--- config.mk ---
export PLATFORM = sky130hd
export DESIGN_NAME = add1_serial_driver
export DESIGN_NICKNAME = d
export VERILOG_FILES = /design/src/rtl/add1_serial_driver.sv
export SDC_FILE = /design/constraint.sdc
export NUM_CORES = 1
export LEC_CHECK = 0
export CAP_MARGIN = 20
export CORE_MARGIN = 2
export CORE_UTILIZATION = 45
export DETAILED_ROUTE_END_ITERATION = 8
export HOLD_SLACK_MARGIN = 0.06
export PLACE_DENSITY = 0.8
export SYNTH_ARGS = -nofsm -noshare
export SYNTH_HDL_FRONTEND = slang
export SYNTH_SLANG_ARGS = --single-unit
--- constraint.sdc ---
create_clock -name clk -period 3.5 [get_ports clk]
set_input_delay 1.05 -clock clk [delete_from_list [all_inputs] [get_ports clk]]
set_output_delay 1.05 -clock clk [all_outputs]
set_load 0.02 [all_outputs]
--- src/rtl/add1_serial_driver.sv ---
`default_nettype none
// ============================================================================
// Module   : add1_serial_driver
// Brief    : Parallel handshake front-end for the bit-serial Add1 incrementer.
//            Optional result self-check is enabled by defining ADD1_CHECK_EN.
// Revision : 1.0 - initial release
// ============================================================================
module add1_serial_driver #(
  parameter int NUMBITS = 4
) (
  input  logic               clk,
  input  logic               reset,
  input  logic               in_valid,
  output logic               in_ready,
  input  logic [NUMBITS-1:0] in_data,
  output logic               ser_reset,
  output logic               ser_out,
  input  logic               ser_in,
  output logic               out_valid,
  input  logic               out_ready,
  output logic [NUMBITS-1:0] out_data,
  output logic               chk_err
);

  localparam int IDX_W = (NUMBITS > 1) ? $clog2(NUMBITS) : 1;
  localparam logic [IDX_W-1:0] c_LAST_IDX = IDX_W'(NUMBITS - 1);

  typedef enum logic [1:0] {
    S_IDLE  = 2'd0,
    S_FRAME = 2'd1,
    S_SHIFT = 2'd2,
    S_DONE  = 2'd3
  } state_t;

  state_t             state_q, state_d;
  logic [NUMBITS-1:0] shift_q, shift_d;
  logic [NUMBITS-1:0] collect_q, collect_d;
  logic [IDX_W-1:0]   idx_q, idx_d;

  always_comb begin
    state_d   = state_q;
    shift_d   = shift_q;
    collect_d = collect_q;
    idx_d     = idx_q;
    in_ready  = 1'b0;
    ser_reset = 1'b0;
    ser_out   = 1'b0;
    out_valid = 1'b0;
    case (state_q)
      S_IDLE: begin
        in_ready = 1'b1;
        if (in_valid) begin
          shift_d   = in_data;
          collect_d = '0;
          idx_d     = '0;
          state_d   = S_FRAME;
        end
      end
      S_FRAME: begin
        ser_reset = 1'b1;
        state_d   = S_SHIFT;
      end
      S_SHIFT: begin
        // ser_in is the incrementer's Mealy response to the bit driven now
        ser_out            = shift_q[0];
        collect_d[idx_q]   = ser_in;
        shift_d            = shift_q >> 1;
        idx_d              = idx_q + IDX_W'(1);
        if (idx_q == c_LAST_IDX) begin
          state_d = S_DONE;
        end
      end
      S_DONE: begin
        out_valid = 1'b1;
        if (out_ready) begin
          state_d = S_IDLE;
        end
      end
      default: state_d = S_IDLE;
    endcase
  end

  always_ff @(posedge clk) begin
    if (reset) begin
      state_q   <= S_IDLE;
      shift_q   <= '0;
      collect_q <= '0;
      idx_q     <= '0;
    end else begin
      state_q   <= state_d;
      shift_q   <= shift_d;
      collect_q <= collect_d;
      idx_q     <= idx_d;
    end
  end

  assign out_data = collect_q;

`ifdef ADD1_CHECK_EN
  logic [NUMBITS-1:0] word_q, word_d;
  logic [NUMBITS-1:0] w_expect;
  logic               chk_q, chk_d;

  assign w_expect = word_q + NUMBITS'(1);

  always_comb begin
    word_d = word_q;
    chk_d  = chk_q;
    if (state_q == S_IDLE && in_valid) begin
      word_d = in_data;
    end
    // Flag is decided once on entry to DONE and held until DONE is left
    if (state_q == S_SHIFT && state_d == S_DONE) begin
      chk_d = (collect_d != w_expect);
    end else if (state_q == S_DONE && state_d != S_DONE) begin
      chk_d = 1'b0;
    end
  end

  always_ff @(posedge clk) begin
    if (reset) begin
      word_q <= '0;
      chk_q  <= 1'b0;
    end else begin
      word_q <= word_d;
      chk_q  <= chk_d;
    end
  end

  assign chk_err = chk_q;
`else
  assign chk_err = 1'b0;
`endif

endmodule
`default_nettype wire

==> impl_metrics.py, run 1 <==
metrics = {
    "clock_tree": {
        "cts_buffer_depth": 2,
        "cts_buffers": 3,
        "cts_setup_buffers": 0,
        "h-tree-depth": 1,
        "insertion_delay_ps": 270,
        "cts-root-buf": "clkbuf_4",
        "cts_hold_buffers": 0,
        "post_cts_resized": 0,
        "clock_sinks": 12,
        "clk_pin_slew_ps": 70,
        "cts_tree": "built",
    },
    "hold_path": {
        "holdPathEnd": "shift_q[3]",
        "hold_class": "register to register",
        "worstHoldStart": "shift_q[3]",
        "whs_path_depth": 2,
    },
    "logic_synthesis": {
        "syn_nets": 91,
        "synth.distinct_cells": 26,
        "seq_area_frac_synth_pct": 34.3,
        "async_flop_share_pct": 0,
        "synthTopCellsByArea": "dfxtp_1 (34%), ha_1 (16%), mux2i_1 (7.2%)",
        "synth-edff-count": 0,
        "synth.top_cells.by_count": "dfxtp_1 (12), ha_1 (9), inv_1 (6)",
        "ys.flop_type": "dfxtp_1",
        "syn_inst": 73,
        "synth_seq_cells": 12,
        "postSynthAreaPerCell_um2": 9.58,
        "yosysWarnings": 0,
        "synth_top_area_cell": "dfxtp_1",
        "synth_top_area_share_pct": 34.3,
        "yosysMostFrequentCell": "dfxtp_1",
        "syn_area_um2": 699,
    },
    "routing": {
        "wire_per_inst_um": 13.6,
        "num_vias": 560,
        "drc": 0,
        "drt-initial-drc-count": 9,
        "first_pass_iters": 4,
        "detail-route-antenna-nets": 0,
        "wl_mm": 1.42,
        "via_per_inst": 5.38,
    },
    "critical_path": {
        "reg2reg_depth": 5,
        "worstPathRequired_ps": 2450,
        "critPathLaunch": "state_q[0]",
        "cp.arrival_ps": 1700,
        "r2r-start": "state_q[0]",
        "cp_cell_sequence": "inv_1 -> ha_1 -> clkdlybuf4s50_1",
        "r2r_end": "out_data[0]",
        "end_kind": "output pin",
        "crit_path_max_fanout": 6,
        "start_kind": "register",
        "critical_path_depth": 3,
        "cp_top_family": "buffers and inverters",
        "worstSetupPathType": "register to output pin",
        "max_stage_delay_ps": 650,
        "slowest_stage": "clkdlybuf4s50_1",
        "reg2reg_slack_ps": 1820,
        "cp_num_buf_inv": 2,
    },
    "die": {
        "core_um2": 1490,
        "initial_core_util_pct": 47.0,
        "die_area_um2": 1890,
        "die_y_um": 43.4,
        "dieWidth_um": 43.4,
        "rows": 14,
        "io_pins": 18,
    },
    "grt": {
        "grt_use_total_pct": 17.1,
        "grt_max_degree": 12,
        "grt_pass1_wl_mm": 2.37,
        "grt_overflow_total": 0,
        "antenna_found_initial": 0,
        "first_global_vias": 554,
    },
    "layout": {
        "area_delta_synth_final_pct": 23.6,
        "diodes": 0,
        "nets": 108,
        "fillerInstances": 134,
        "layoutNonFillerInstCount": 104,
        "drive_gt1_share_pct": 6.82,
    },
    "timing": {
        "rsz0062_at_grt": "no",
        "fin_setup_tns_ps": 0,
        "slew_viol_final": 0,
        "setup_slack_ps": 751,
        "min_period_over_period_pct": 78.5,
        "fmax_mhz": 364,
        "fin_worst_skew_ps": 2.39,
        "hold_viol_final": 0,
        "finalCriticalPeriod_ps": 2750,
        "finalSetupViolations": 0,
    },
    "flow_run": {
        "max_cap_violations": 0,
    },
    "power_and_ir_drop": {
        "fin_total_pwr_w": 0.000493,
        "p_leak_nw": 0.354,
        "powerDensity_nw_per_um2": 571,
        "irDropWorstVdd_mv": 0.250,
    },
    "placed_design": {
        "dp_cells": 101,
        "gp_congestion": 0.768,
        "post-place-ws_ps": 1050,
        "port_buffers": 16,
        "hpwl_mm": 1.02,
    },
    "run_status": {
        "status": "finished clean",
    },
}
[worst reg2reg max path, delay by kind of cell, from the launching register on]
kind / cells / cell delay (ps)
compound gates: 2 / 360
fa+ha+maj: 1 / 430
buf+inv: 1 / 120
flops: 1 / 340
mux: 1 / 320
[flip-flops by register name (all words and copies together) (netlist names)]
name and flops:
state_q 2, shift_q 4, out_data 4, idx_q 2
[layer usage]
layer	global-route usage, %	share of wire [%]	wire, um	vias to the layer above
met2	26.9	47	664	12
met4	9.09	1.7	24	0
met3	5.42	4.5	64	4
met5	0	0	0	-
li1	-	-	-	283
met1	20.9	47	664	261
[cell type report]
| type | instances | area (um^2) | share of cell area [%] |
|---|---|---|---|
| clock buffer | 3 | 22.5 | 2.60 |
| multi-input combinational | 51 | 399 | 46.2 |
| timing repair buffer | 16 | 160 | 18.5 |
| inverter | 6 | 22.5 | 2.60 |
| tap | 16 | 20.0 | 2.32 |
| sequential | 12 | 240 | 27.8 |
[per-stage QoR]
step	utilization, %	hold slack [ps]	area, um^2
2_1_floorplan	-	430	699
6_report	58.1	474	865
4_1_cts	58.1	472	865
3_5_place_dp	56.6	460	842
5_1_grt	58.1	488	865
3_3_place_gp	56.6	441	842
[cells in the final DEF (no fill, tap or decap)]
cell type / count
nor2_1: 4
o21ai_0: 2
and2b_1: 1
conb_1: 1
a211oi_1: 3
o211a_1: 1
mux2_4: 1
nand4_1: 1
inv_1: 6
o21ai_2: 2
ha_1: 9
nor2b_1: 2
or4_1: 1
nand3b_1: 1
or2b_1: 1
clkdlybuf4s50_1: 16
nor3_1: 2
mux2i_1: 5
nand3_1: 1
dfxtp_1: 12
and2_1: 1
a21oi_1: 3
a32oi_1: 1
a32o_1: 3
clkbuf_4: 3
nand2_1: 5
[power by group]
part | internal (W) | switching [W]
sequential | 0.000166 | 0.0000215
combinational | 0.000102 | 0.000120
clock | 0.0000399 | 0.0000451
total | 0.000307 | 0.000186
[cells by family after synthesis]
group,count (synthesis),share of synthesized area (%)
AO/OA/AOI/OAI,15,16.3
adder cells (fa/ha/maj),9,16.1
buffers and inverters,10,8.59
flip-flops,12,34.3
multiplexers,6,9.30
other,1,0.536
AND/OR/NAND/NOR,20,14.8
[how the worst max path moves through the flow]
| stage | to | slack [ps] |
|---|---|---|
| 2_1_floorplan | ser_out | 1600 |
| 3_3_place_gp | in_ready | 1110 |
| 3_5_place_dp | ser_out | 1050 |
| 4_1_cts | in_ready | 740 |
| 5_1_grt | ser_out | 670 |
| 6_report | in_ready | 750 |
No activity file was read; power rests on OpenSTA's default activity.
==> run 2: changes to the inputs <==
--- a/config.mk
+++ b/config.mk
@@ -7,10 +7,10 @@
 export LEC_CHECK = 0
 export CAP_MARGIN = 20
 export CORE_MARGIN = 2
-export CORE_UTILIZATION = 45
+export CORE_UTILIZATION = 42
 export DETAILED_ROUTE_END_ITERATION = 8
 export HOLD_SLACK_MARGIN = 0.06
-export PLACE_DENSITY = 0.8
+export PLACE_DENSITY = 0.78
 export SYNTH_ARGS = -nofsm -noshare
 export SYNTH_HDL_FRONTEND = slang
 export SYNTH_SLANG_ARGS = --single-unit
==> constraint.sdc (replaced) <==
create_clock -name clk -period 2.26 [get_ports clk]
set_input_delay 0.678 -clock clk [delete_from_list [all_inputs] [get_ports clk]]
set_output_delay 0.678 -clock clk [all_outputs]
set_load 0.02 [all_outputs]
==> impl_metrics.py, run 2 (same netlist as run 1, synthesis figures left out) <==
metrics = {
    "power_and_ir_drop": {
        "p_leak_nw": 0.385,
        "irDropWorstVdd_mv": 0.494,
        "powerDensity_nw_per_um2": 891,
    },
    "critical_path": {
        "reg2reg_slack_ps": 550,
        "start_kind": "register",
        "critPathLaunch": "state_q[0]",
        "cp.arrival_ps": 1470,
        "critical_path_depth": 4,
        "worstSetupPathType": "register to output pin",
        "cp_cell_sequence": "inv_1 -> ha_1 -> and2_1 -> dlygate4sd2_1",
        "cp_top_family": "buffers and inverters",
        "reg2reg_depth": 5,
        "max_stage_delay_ps": 400,
        "r2r_end": "out_data[0]",
        "worstPathRequired_ps": 1580,
        "cp_num_buf_inv": 2,
        "slowest_stage": "dfxtp_1",
        "crit_path_max_fanout": 4,
        "r2r-start": "state_q[0]",
        "cp-endpoint": "ser_out",
        "end_kind": "output pin",
    },
    "die": {
        "io_pins": 18,
        "initial_core_util_pct": 45.4,
        "dieWidth_um": 44.8,
        "rows": 14,
        "die_y_um": 44.8,
        "die_area_um2": 2010,
        "core_um2": 1540,
    },
    "run_status": {
        "status": "finished clean",
    },
    "clock_tree": {
        "cts_hold_buffers": 0,
        "h-tree-depth": 1,
        "cts_buffer_depth": 2,
        "insertion_delay_ps": 270,
        "cts_tree": "built",
        "clock_sinks": 12,
        "post_cts_resized": 2,
        "clk_pin_slew_ps": 70,
        "cts_setup_buffers": 0,
        "cts_buffers": 3,
        "cts-root-buf": "clkbuf_4",
    },
    "grt": {
        "grt_pass1_wl_mm": 2.28,
        "grt_overflow_total": 0,
        "grt_max_degree": 12,
        "first_global_vias": 545,
        "grt_use_total_pct": 15.5,
        "antenna_found_initial": 0,
    },
    "placed_design": {
        "port_buffers": 16,
        "place_area_um2": 850,
        "hpwl_mm": 1.01,
        "gp_congestion": 0.753,
    },
    "routing": {
        "num_vias": 578,
        "first_pass_iters": 4,
        "drc": 0,
        "detail-route-antenna-nets": 0,
        "drt-initial-drc-count": 11,
        "wire_per_inst_um": 12.6,
        "wl_mm": 1.33,
        "via_per_inst": 5.45,
    },
    "layout": {
        "fin_util_pct": 57.5,
        "design_area_um2": 886,
        "mostFrequentLayoutCell": "clkdlybuf4s50_1",
        "fillerInstances": 137,
        "final_cell_mix": "clkdlybuf4s50_1 (13), dfxtp_1 (12), ha_1 (9)",
        "nets": 109,
        "drive_gt1_share_pct": 8.89,
        "area_delta_synth_final_pct": 26.7,
        "diodes": 0,
    },
    "timing": {
        "relSlewSlack_pct": 67.6,
        "hold_viol_final": 0,
        "finalSetupViolations": 0,
        "min_period_over_period_pct": 95.2,
        "fin_setup_tns_ps": 0,
        "rsz0062_at_grt": "no",
        "slew_viol_final": 0,
        "fin_worst_skew_ps": 1.56,
        "tightestPinTransition_ps": 472,
        "finalCriticalPeriod_ps": 2150,
        "fmax_mhz": 465,
    },
    "flow_run": {
        "max_cap_violations": 0,
    },
    "hold_path": {
        "hold_class": "register to register",
    },
}
-- run 2: cell count changes in the layout (fill, tap and decap cells not counted), sizes merged --
cell / before / now
dlygate4sd2: 0 / 2
clkbuf: 3 / 4
buf: 0 / 1
dlymetal6s2s: 0 / 1
clkdlybuf4s50: 16 / 13
-- run 2: per-layer routing --
layer  vias up  wire [um]  track usage [%]
met2        20        593             22.6
met5         -          0                0
met4         0          0             5.29
met1       269        669             21.4
li1        289          -                -
met3         0         71             5.20
-- run 2: report_power, final --
group / internal [W] / switching [W] / total [W]
sequential: 0.000256 / 0.0000324 / 0.000289
clock: 0.0000978 / 0.0000703 / 0.000168
combinational: 0.000149 / 0.000184 / 0.000333
total: 0.000503 / 0.000286 / 0.000790
-- run 2: stage by stage --
step,setup slack (ps),hold slack (ps),cells,power [W]
floorplan,733,430,73,0.000551
global placement,247,444,102,0.000623
detailed placement,194,451,102,0.000634
CTS,63.1,462,106,0.000798
global route,20.4,505,106,0.000850
finish,108,463,106,0.000790
-- run 2: worst min-delay path, stage by stage (launching register included) --
cell and delay, ps:
dfxtp_1 320, nand2_1 50, a21oi_1 50
-- run 2: how the worst min path moves through the flow --
| stage | from | to | slack, ps | cells past startpoint |
|---|---|---|---|---|
| after global routing | out_data[3] | out_data[3] | 500 | 2 |
| final | shift_q[3] | shift_q[3] | 460 | 2 |
| after floorplan | shift_q[3] | shift_q[3] | 430 | 2 |
| after CTS | shift_q[3] | shift_q[3] | 460 | 2 |
| after detailed placement | shift_q[3] | shift_q[3] | 450 | 2 |
| after global placement | shift_q[3] | shift_q[3] | 440 | 2 |
-- run 2: area by class of cell --
cell class                 count  area [um^2]  area share [%]
sequential                    12          240            27.1
inverter                       6         22.5            2.54
tap                           16         20.0            2.26
timing repair buffer          17          168            18.9
clock buffer                   4         36.3            4.10
multi-input combinational     51          399            45.1
